==> src/rtl/uart_frame_tx_ctrl_if.sv <==
// Handshake bundle between the sample source, the frame controller and the
// byte-wide UART transmitter. Signal suffixes are relative to the controller.
interface uart_frame_tx_ctrl_if #(
  parameter int WIDTH = 16
) ();
  logic             sample_valid_i;
  logic [WIDTH-1:0] sample_i;
  logic             tx_busy_i;
  logic             tx_done_i;
  logic             tx_start_o;
  logic [7:0]       tx_data_o;

  // Controller side: consumes samples and UART status, drives the UART.
  modport master (
    input  sample_valid_i,
    input  sample_i,
    input  tx_busy_i,
    input  tx_done_i,
    output tx_start_o,
    output tx_data_o
  );

  // Environment side: sample producer plus UART core.
  modport slave (
    output sample_valid_i,
    output sample_i,
    output tx_busy_i,
    output tx_done_i,
    input  tx_start_o,
    input  tx_data_o
  );
endinterface

==> src/rtl/uart_frame_tx_ctrl.sv <==
// Frame sequencer in front of the UART transmitter. Buffers signed samples in
// a small FIFO and sends each one as a 4-byte frame:
// sync, high byte, low byte, checksum (sync ^ high ^ low).
module uart_frame_tx_ctrl #(
  parameter int         WIDTH = 16,
  parameter int         DEPTH = 4,
  parameter logic [7:0] SYNC  = 8'hA5
) (
  input  logic                    clk,
  input  logic                    rst,
  input  logic                    enable_i,
  uart_frame_tx_ctrl_if.master    bus,
  output logic                    busy_o,
  output logic [$clog2(DEPTH):0]  fifo_count_o,
  output logic [7:0]              drop_cnt_o,
  output logic [15:0]             frame_cnt_o
);

  localparam int                PTR_W   = $clog2(DEPTH);
  localparam int                CNT_W   = $clog2(DEPTH) + 1;
  localparam logic [CNT_W-1:0]  DEPTH_C = CNT_W'(DEPTH);
  localparam logic [CNT_W-1:0]  CNT_ONE = CNT_W'(1);
  localparam logic [PTR_W-1:0]  PTR_ONE = PTR_W'(1);

  typedef enum logic [1:0] {
    ST_IDLE = 2'd0,
    ST_SEND = 2'd1,
    ST_WAIT = 2'd2
  } state_e;

  state_e            state_q, state_d;
  logic [15:0]       mem_q [DEPTH];
  logic [PTR_W-1:0]  wr_ptr_q, wr_ptr_d;
  logic [PTR_W-1:0]  rd_ptr_q, rd_ptr_d;
  logic [CNT_W-1:0]  count_q, count_d;
  logic [15:0]       frame_q, frame_d;
  logic [1:0]        byte_idx_q, byte_idx_d;
  logic              tx_start_q, tx_start_d;
  logic [7:0]        tx_data_q, tx_data_d;
  logic              busy_q, busy_d;
  logic [7:0]        drop_q, drop_d;
  logic [15:0]       frame_cnt_q, frame_cnt_d;
  logic              push_s, drop_s, pop_s;

  // Sign-extend a WIDTH-bit sample to the 16-bit frame payload.
  function automatic logic [15:0] sext16(input logic [WIDTH-1:0] v);
    return 16'($signed(v));
  endfunction

  // Frame checksum: XOR of sync and both payload bytes.
  function automatic logic [7:0] frame_csum(input logic [15:0] s);
    return SYNC ^ s[15:8] ^ s[7:0];
  endfunction

  // Byte of the frame selected by its position.
  function automatic logic [7:0] frame_byte(input logic [15:0] s, input logic [1:0] idx);
    logic [7:0] b;
    case (idx)
      2'd0:    b = SYNC;
      2'd1:    b = s[15:8];
      2'd2:    b = s[7:0];
      2'd3:    b = frame_csum(s);
      default: b = SYNC;
    endcase
    return b;
  endfunction

  // FIFO control: fullness is judged on the current count, before any pop.
  always_comb begin
    push_s   = bus.sample_valid_i && (count_q < DEPTH_C);
    drop_s   = bus.sample_valid_i && (count_q >= DEPTH_C);
    pop_s    = (state_q == ST_IDLE) && enable_i && (count_q != {CNT_W{1'b0}});
    wr_ptr_d = push_s ? (wr_ptr_q + PTR_ONE) : wr_ptr_q;
    rd_ptr_d = pop_s  ? (rd_ptr_q + PTR_ONE) : rd_ptr_q;
    case ({push_s, pop_s})
      2'b10:   count_d = count_q + CNT_ONE;
      2'b01:   count_d = count_q - CNT_ONE;
      default: count_d = count_q;
    endcase
    if (drop_s && (drop_q != 8'hFF)) begin
      drop_d = drop_q + 8'd1;
    end else begin
      drop_d = drop_q;
    end
  end

  // Frame sequencer: pop in IDLE, issue one start per byte, advance on done.
  always_comb begin
    state_d     = state_q;
    frame_d     = frame_q;
    byte_idx_d  = byte_idx_q;
    tx_start_d  = 1'b0;
    tx_data_d   = tx_data_q;
    frame_cnt_d = frame_cnt_q;
    case (state_q)
      ST_IDLE: begin
        if (pop_s) begin
          frame_d    = mem_q[rd_ptr_q];
          byte_idx_d = 2'd0;
          state_d    = ST_SEND;
        end else begin
          state_d    = ST_IDLE;
        end
      end
      ST_SEND: begin
        if (!bus.tx_busy_i) begin
          tx_start_d = 1'b1;
          tx_data_d  = frame_byte(frame_q, byte_idx_q);
          state_d    = ST_WAIT;
        end else begin
          state_d    = ST_SEND;
        end
      end
      ST_WAIT: begin
        if (bus.tx_done_i) begin
          if (byte_idx_q == 2'd3) begin
            frame_cnt_d = frame_cnt_q + 16'd1;
            state_d     = ST_IDLE;
          end else begin
            byte_idx_d  = byte_idx_q + 2'd1;
            state_d     = ST_SEND;
          end
        end else begin
          state_d = ST_WAIT;
        end
      end
      default: begin
        state_d = ST_IDLE;
      end
    endcase
    busy_d = (state_d != ST_IDLE);
  end

  // Sample storage; contents are don't-care until written, so no reset.
  always_ff @(posedge clk) begin
    if (push_s) begin
      mem_q[wr_ptr_q] <= sext16(bus.sample_i);
    end
  end

  // State and output registers; reset aborts any frame in progress.
  always_ff @(posedge clk) begin
    if (rst) begin
      state_q     <= ST_IDLE;
      wr_ptr_q    <= {PTR_W{1'b0}};
      rd_ptr_q    <= {PTR_W{1'b0}};
      count_q     <= {CNT_W{1'b0}};
      frame_q     <= 16'h0000;
      byte_idx_q  <= 2'd0;
      tx_start_q  <= 1'b0;
      tx_data_q   <= 8'h00;
      busy_q      <= 1'b0;
      drop_q      <= 8'h00;
      frame_cnt_q <= 16'h0000;
    end else begin
      state_q     <= state_d;
      wr_ptr_q    <= wr_ptr_d;
      rd_ptr_q    <= rd_ptr_d;
      count_q     <= count_d;
      frame_q     <= frame_d;
      byte_idx_q  <= byte_idx_d;
      tx_start_q  <= tx_start_d;
      tx_data_q   <= tx_data_d;
      busy_q      <= busy_d;
      drop_q      <= drop_d;
      frame_cnt_q <= frame_cnt_d;
    end
  end

  assign bus.tx_start_o = tx_start_q;
  assign bus.tx_data_o  = tx_data_q;
  assign busy_o         = busy_q;
  assign fifo_count_o   = count_q;
  assign drop_cnt_o     = drop_q;
  assign frame_cnt_o    = frame_cnt_q;

endmodule

==> src/flat_wrapper.sv <==
// flat-port wrapper written by rule: the top's interface ports become plain ports
module uart_frame_tx_ctrl_flat 
#(
  parameter int         WIDTH = 16,
  parameter int         DEPTH = 4,
  parameter logic [7:0] SYNC  = 8'hA5
)
  (clk, rst, enable_i, busy_o, fifo_count_o, drop_cnt_o, frame_cnt_o, bus_sample_valid_i, bus_sample_i, bus_tx_busy_i, bus_tx_done_i, bus_tx_start_o, bus_tx_data_o);
  uart_frame_tx_ctrl_if #(.WIDTH(WIDTH)) bus_i ();
  input  logic clk;
  input  logic rst;
  input  logic enable_i;
  output logic busy_o;
  output logic [$clog2(DEPTH):0] fifo_count_o;
  output logic [7:0] drop_cnt_o;
  output logic [15:0] frame_cnt_o;
  input wire logic [$bits(bus_i.sample_valid_i)-1:0] bus_sample_valid_i;
  input wire logic [$bits(bus_i.sample_i)-1:0] bus_sample_i;
  input wire logic [$bits(bus_i.tx_busy_i)-1:0] bus_tx_busy_i;
  input wire logic [$bits(bus_i.tx_done_i)-1:0] bus_tx_done_i;
  output wire logic [$bits(bus_i.tx_start_o)-1:0] bus_tx_start_o;
  output wire logic [$bits(bus_i.tx_data_o)-1:0] bus_tx_data_o;
  assign bus_i.sample_valid_i = bus_sample_valid_i;
  assign bus_i.sample_i = bus_sample_i;
  assign bus_i.tx_busy_i = bus_tx_busy_i;
  assign bus_i.tx_done_i = bus_tx_done_i;
  assign bus_tx_start_o = bus_i.tx_start_o;
  assign bus_tx_data_o = bus_i.tx_data_o;
  uart_frame_tx_ctrl #(.WIDTH(WIDTH), .DEPTH(DEPTH), .SYNC(SYNC)) u_core (.clk(clk), .rst(rst), .enable_i(enable_i), .bus(bus_i), .busy_o(busy_o), .fifo_count_o(fifo_count_o), .drop_cnt_o(drop_cnt_o), .frame_cnt_o(frame_cnt_o));
endmodule
==> config.mk <==
export PLATFORM = sky130hd
export DESIGN_NAME = uart_frame_tx_ctrl_flat
export DESIGN_NICKNAME = d
export VERILOG_FILES = /design/src/rtl/uart_frame_tx_ctrl_if.sv /design/src/rtl/uart_frame_tx_ctrl.sv /design/src/flat_wrapper.sv
export SDC_FILE = /design/constraint.sdc
export NUM_CORES = 1
export LEC_CHECK = 0
export CAP_MARGIN = 20
export CORE_MARGIN = 5
export CORE_UTILIZATION = 50
export DETAILED_ROUTE_END_ITERATION = 10
export GPL_ROUTABILITY_DRIVEN = 1
export PLACE_DENSITY = 0.81
export SYNTH_ARGS = -nofsm -noshare
export SYNTH_HDL_FRONTEND = slang
export SYNTH_SLANG_ARGS = --single-unit
==> constraint.sdc <==
create_clock -name clk -period 3 [get_ports clk]
set_clock_uncertainty 0.15 [all_clocks]
set_input_delay 0.6 -clock clk [delete_from_list [all_inputs] [get_ports clk]]
set_output_delay 0.6 -clock clk [all_outputs]
set_load 0.005 [all_outputs]
==> out/qor.yml, run 1 <==
status:
  status: "completed"
sta:
  timing.final.crit_period_ps: 2540
  fin_crit_sh: 0.845
  tns_ps: 0
  holdWs_ps: 243
  timing.fmax_ghz: 0.394
  timing_worst_slew_pin_value_ps: 799
  finalWorstSetupSlack_ps: 464
  slew_headroom: 0.467
  final-hold-violation-count: 0
  finalMaxSlewViolations: 0
  rsz0062_at_grt: "false"
  finalSetupViolCount: 0
synth:
  ys_seq_area_frac: 0.613
  async_reset_ff_frac: 0
  syn-num-nets: 457
  ys_seq_elements: 125
  syn_area_sq_um: 5130
  synth_edf_count: 64
  post-synth-top-area-cell: "edfxtp_1"
  synth.top_cell.area_share: 0.375
  netlist_top_cells_area: "edfxtp_1 37%, dfxtp_1 24%, mux4_2 7.0%"
  syn_inst: 423
  synth_area_per_cell_sq_um: 12.1
  synthFlopType: "edfxtp_1"
  synth_cell_types: 47
  yosys_warnings: 0
clock_tree:
  cts_buffers: 17
  clkSinkCount: 125
  cts_hold_buf: 0
  cts_root_buf: "clkbuf_8"
  cts_setup_buffers: 0
  path_clk_slew_ps: 60
  clk_path_buf_depth: 2
  cts_htree_levels: 4
  clk_latency_ps: 520
  ctsResizeCount: 0
  cts_tree: "built"
worst_setup_path:
  reg2reg_from: "u_core.state_q[1]"
  reg2regPathDepth: 9
  criticalPathCategory: "primary input to register"
  cp_max_fo: 2
  worstPathRequired_ps: 3300
  cp-start-kind: "primary input"
  crit_start: "enable_i"
  slowest_delay_ps: 480
  path_cells: "clkdlybuf4s50_1 -> nor3b_1 -> nand2_1 -> clkinv_1 -> ha_1 -> inv_1 -> fa_1 -> xor2_1 -> or3_1 -> a21oi_1"
  crit_path_top_delay_cell: "clkdlybuf4s50_1"
  crit_family: "simple AND/OR/NAND/NOR gates"
  end_kind: "register"
  rr_endpoint: "u_core.fifo_count_o[2]"
  cp_num_buf_inv: 3
  r2r_setup_slack_ps: 610
  timing.critical_path.arrival_ps: 2830
grt:
  grt_pass1_vias: 3480
  grt_max_degree: 56
  grt_pass1_wl_mm: 17.0
  antenna_found_initial: 0
  grt_util_all_layers: 0.169
  overflow: 0
finish:
  final_area_sq_um: 6450
  regArea_sq_um: 3140
  syn_to_final_growth_pct: 25.8
  n_antenna_cell: 0
  fillers: 729
  drive_above_1_share: 0.134
  multiInputGateArea_sq_um: 1860
  finalNetCount: 527
power_and_ir_drop:
  p_leak_uw: 0.00225
  max-vdd-ir-drop_uv: 515
  total_power_uw: 4950
  power.density_nw_per_um2: 768
detailed_routing:
  first_pass_iters: 5
  drt_iter0_drc: 225
  ant_nets: 0
  drc: 0
  vias: 3479
  via_per_inst: 5.42
  wl_mm: 10.2
  wl_per_cell_um: 16.0
floorplanning:
  start_util: 0.504
  rows: 37
  die_h_um: 111
  ioPinCount: 59
  fp.dieArea_sq_um: 12400
  dieWidth_um: 111
  core-area_sq_um: 10200
place:
  place_ws_ps: -0.711
  dp_hpwl_mm: 6.62
  placed_area_sq_um: 5890
  io_buffers: 58
  finalWeightedCongestion: 0.798
hold_path:
  hold_class: "primary input to register"
  hold-path-endpoint: "u_core.frame_cnt_o[8]"
  hold_start: "rst"
  whs_path_depth: 2
job:
  cap_violations: 0
-- placed cells by master, fill, tap and decap left out, types with 3 or more instances in the layout --
cell type,count
edfxtp_1,64
dfxtp_1,61
xor2_1,7
ha_1,11
o21ai_0,14
or3_1,7
a221oi_1,5
mux2_2,3
mux4_2,16
a21oi_1,36
nor3_1,3
inv_1,12
clkdlybuf4s50_1,57
nor2b_1,12
clkbuf_16,16
or4_1,3
and2_1,4
xnor2_1,9
nand4_1,4
a311oi_1,4
a21o_1,5
a211o_1,4
nand2_1,52
inv_6,5
inv_8,4
nor2_1,36
nand3_1,8
buf_4,12
-- final cells by class --
type                    instances  share of cell area
clock buffers                  17              0.0642
multi-input cells             266               0.289
well taps                     136              0.0264
inverters                      13             0.00756
clock inverters                15              0.0229
flip-flops and latches        125               0.487
repair buffers                 70               0.103
-- worst register-to-register path, stage by stage (launching register included) --
cell,delay (ps)
dfxtp_1,390
nor3b_1,340
nand2_1,130
clkinv_1,90
ha_1,180
inv_1,60
fa_1,370
xor2_1,170
or3_1,330
a21oi_1,140
-- routing by layer --
layer | global-route usage | part of all wire
met5 | 0 | 0
met4 | 0.0568 | 0.011
met1 | 0.210 | 0.43
met3 | 0.0480 | 0.059
met2 | 0.284 | 0.50
-- metrics by stage --
stage | util | instances
floorplan | - | 423
global placement | 0.578 | 610
detailed placement | 0.578 | 610
CTS | 0.634 | 642
global route | 0.634 | 642
finish | 0.634 | 642
-- sequential cells by signal, summed over array words and instances, names as in the netlist --
signal	count
u_core.state_q	2
u_core.frame_cnt_o	16
u_core.frame_q	16
u_core.rd_ptr_q	2
u_core.bus.tx_start_o	1
u_core.mem_q	64
u_core.drop_cnt_o	8
u_core.bus.tx_data_o	8
u_core.fifo_count_o	3
u_core.wr_ptr_q	2
u_core.byte_idx_q	2
u_core.busy_o	1
-- how the worst max path moves through the flow --
stage                                  end  slack, ps  depth (start not counted)
floorplan           u_core.fifo_count_o[2]         50                         10
global placement    u_core.fifo_count_o[2]         80                         10
detailed placement  u_core.fifo_count_o[2]       -0.7                         10
CTS                 u_core.fifo_count_o[2]        500                         10
global route        u_core.fifo_count_o[2]        380                         10
finish              u_core.fifo_count_o[2]        460                         10
-- cells by family (layout without fill, tap and decap cells) --
logic type / after synthesis / in the layout / share of synthesized area
AO/OA/AOI/OAI: 74 / 74 / 0.0873
XOR/XNOR: 16 / 16 / 0.0273
adder cells (fa/ha/maj): 12 / 12 / 0.0307
buffers and inverters: 32 / 115 / 0.0241
flip-flops: 125 / 125 / 0.613
multiplexers: 20 / 20 / 0.0788
AND/OR/NAND/NOR: 144 / 144 / 0.139
-- cell usage after synthesis (2+ instances only) --
cell      instances
nor3b_1           2
o21ai_0          14
o31ai_1           2
nor2_1           36
clkbuf_1         12
nand2_1          52
edfxtp_1         64
xnor2_1           9
or3_1             7
a311oi_1          4
inv_1            12
buf_2             2
nand4_1           4
dfxtp_1          61
and2_1            4
nand2b_1          2
mux4_2           16
ha_1             11
a21oi_1          36
mux2_2            3
buf_1             4
or4_1             3
and4_1            2
a21o_1            5
nor2b_1          12
nor3_1            3
xor2_1            7
a221oi_1          5
a211o_1           4
nand3_1           8
-- where the power goes --
part	total, uW	internal (uW)	switching (uW)
sequential	2150	2010	139
combinational	894	429	465
clock	1900	1060	844
total	4950	3500	1450
Note: power is estimated with default switching activity, not from simulation.
==> run 2, diff against run 1 <==
Clock period 3 ns to 2.25 ns, I/O delays scaled along.
==> out/qor.yml, run 2 (same netlist as run 1, synthesis figures left out) <==
status:
  status: "completed"
grt:
  grt_pass1_wl_mm: 17.9
  grt_pass1_vias: 3724
  grt_util_all_layers: 0.183
  grt_use_met1: 0.211
  busiest_layer: "met2"
  use_met3: 0.0579
  overflow: 0
  antenna_found_initial: 0
  grt_max_degree: 56
  grt_use_met2: 0.314
detailed_routing:
  vias: 3530
  ant_nets: 0
  drt_iter0_drc: 205
  wl_per_cell_um: 16.2
  via_per_inst: 5.42
  first_pass_iters: 4
  drc: 0
  wl_mm: 10.5
place:
  finalWeightedCongestion: 0.768
  place_ws_ps: -344
  placedCellCount: 620
  dp_hpwl_mm: 6.75
  io_buffers: 58
sta:
  slew_headroom: 0.663
  rsz0062_at_grt: "false"
  timing.final.crit_period_ps: 2140
  timing_worst_slew_pin_value_ps: 493
  finalMaxSlewViolations: 0
  final-hold-violation-count: 0
  finalWorstSetupSlack_ps: 110
  timing.fmax_ghz: 0.467
  fin_crit_sh: 0.951
  finalSetupViolCount: 0
clock_tree:
  cts_tree: "built"
  clkSinkCount: 125
  cts_hold_buf: 0
  ctsResizeCount: 0
  cts_setup_buffers: 0
  cts_buffers: 17
  path_clk_slew_ps: 60
  clk_latency_ps: 510
  clk_path_buf_depth: 2
  cts_root_buf: "clkbuf_8"
  cts_htree_levels: 4
finish:
  post_layout_nonfiller_instances: 651
  syn_to_final_growth_pct: 29.5
  finalNetCount: 537
  largest_register_ffs: 64
  final_cell_mix: "64 x edfxtp_1, 59 x dfxtp_1, 57 x clkdlybuf4s50_1, 51 x nand2_1"
  final_common_cell: "edfxtp_1"
  drive_above_1_share: 0.165
  n_antenna_cell: 0
  regMostFlops: "u_core.mem_q"
floorplanning:
  dieWidth_um: 111
  fp.dieArea_sq_um: 12400
  die_h_um: 111
  start_util: 0.504
  rows: 37
  core-area_sq_um: 10200
  ioPinCount: 59
power_and_ir_drop:
  p_comb_frac: 0.198
  p_seq_frac: 0.419
  netSwitchingFraction: 0.275
  p_leak_uw: 0.00231
  p_int_uw: 4940
  p_switching_uw: 1870
  max-vdd-ir-drop_uv: 762
  p_clk_frac: 0.383
  power.density_nw_per_um2: 1020
job:
  cap_violations: 0
hold_path:
  hold_class: "primary input to register"
worst_setup_path:
  criticalPathCategory: "register to register"
  cp_num_buf_inv: 2
  slowest_delay_ps: 430
  crit_path_top_delay_cell: "or3_1"
  cp_max_fo: 4
  timing.critical_path.arrival_ps: 2430
  end_kind: "register"
  path_cells: "or3_1 -> nand2_2 -> clkinv_4 -> ha_4 -> inv_1 -> fa_2 -> xor2_1 -> or3_1 -> a21oi_1"
  cp-start-kind: "register"
  crit_family: "simple AND/OR/NAND/NOR gates"
  cp_common_cell: "or3_1"
  worstPathRequired_ps: 2540
[run 2: worst reg2reg max path, stage by stage, from the launching register on]
cell	delay [ps]
dfxtp_1	350
or3_1	430
nand2_2	140
clkinv_4	60
ha_4	150
inv_1	70
fa_2	190
xor2_1	70
or3_1	310
a21oi_1	140
[run 2: layer usage]
metal,vias up,part of all wire
li1,1699,-
met1,1729,0.42
met2,86,0.52
met3,16,0.045
met4,0,0.015
met5,-,0
[run 2: final cells by class]
class	instances	area, sq um
timing repair buffer	80	803
clock inverter	14	160
fill	749	3540
multi-input combinational	266	1900
inverter	13	53.8
clock buffer	17	414
tap	136	170
sequential	125	3150
[run 2: power groups by stage]
stage	logic, uW	clock network (uW)	registers (uW)
floorplan	878	0	2850
global placement	1300	0	2860
detailed placement	1340	0	2880
CTS	1370	2650	2850
global route	1490	2760	2880
finish	1350	2610	2850
[run 2: stage by stage]
stage	total power (uW)	TNS [ps]	hold WS, ps	cell area (sq um)	util
final	6800	0	111	6650	0.652
after global placement	4160	-1460	295	6060	0.595
after detailed placement	4220	-1860	301	6060	0.595
after CTS	6870	0	87.5	6640	0.652
after global routing	7130	0	91.6	6650	0.652
after floorplan	3730	-47.9	296	5170	-
[run 2: worst paths after layout]
check | endpoint | from | cells past startpoint | slack [ps]
worst max-delay path | u_core.fifo_count_o[2] | u_core.fifo_count_o[0] | 9 | 110
worst min-delay path | u_core.wr_ptr_q[0] | rst | 2 | 110
worst max register to register | u_core.fifo_count_o[2] | u_core.fifo_count_o[0] | 9 | 110
worst min register to register | u_core.bus.tx_data_o[1] | u_core.bus.tx_data_o[1] | 2 | 310
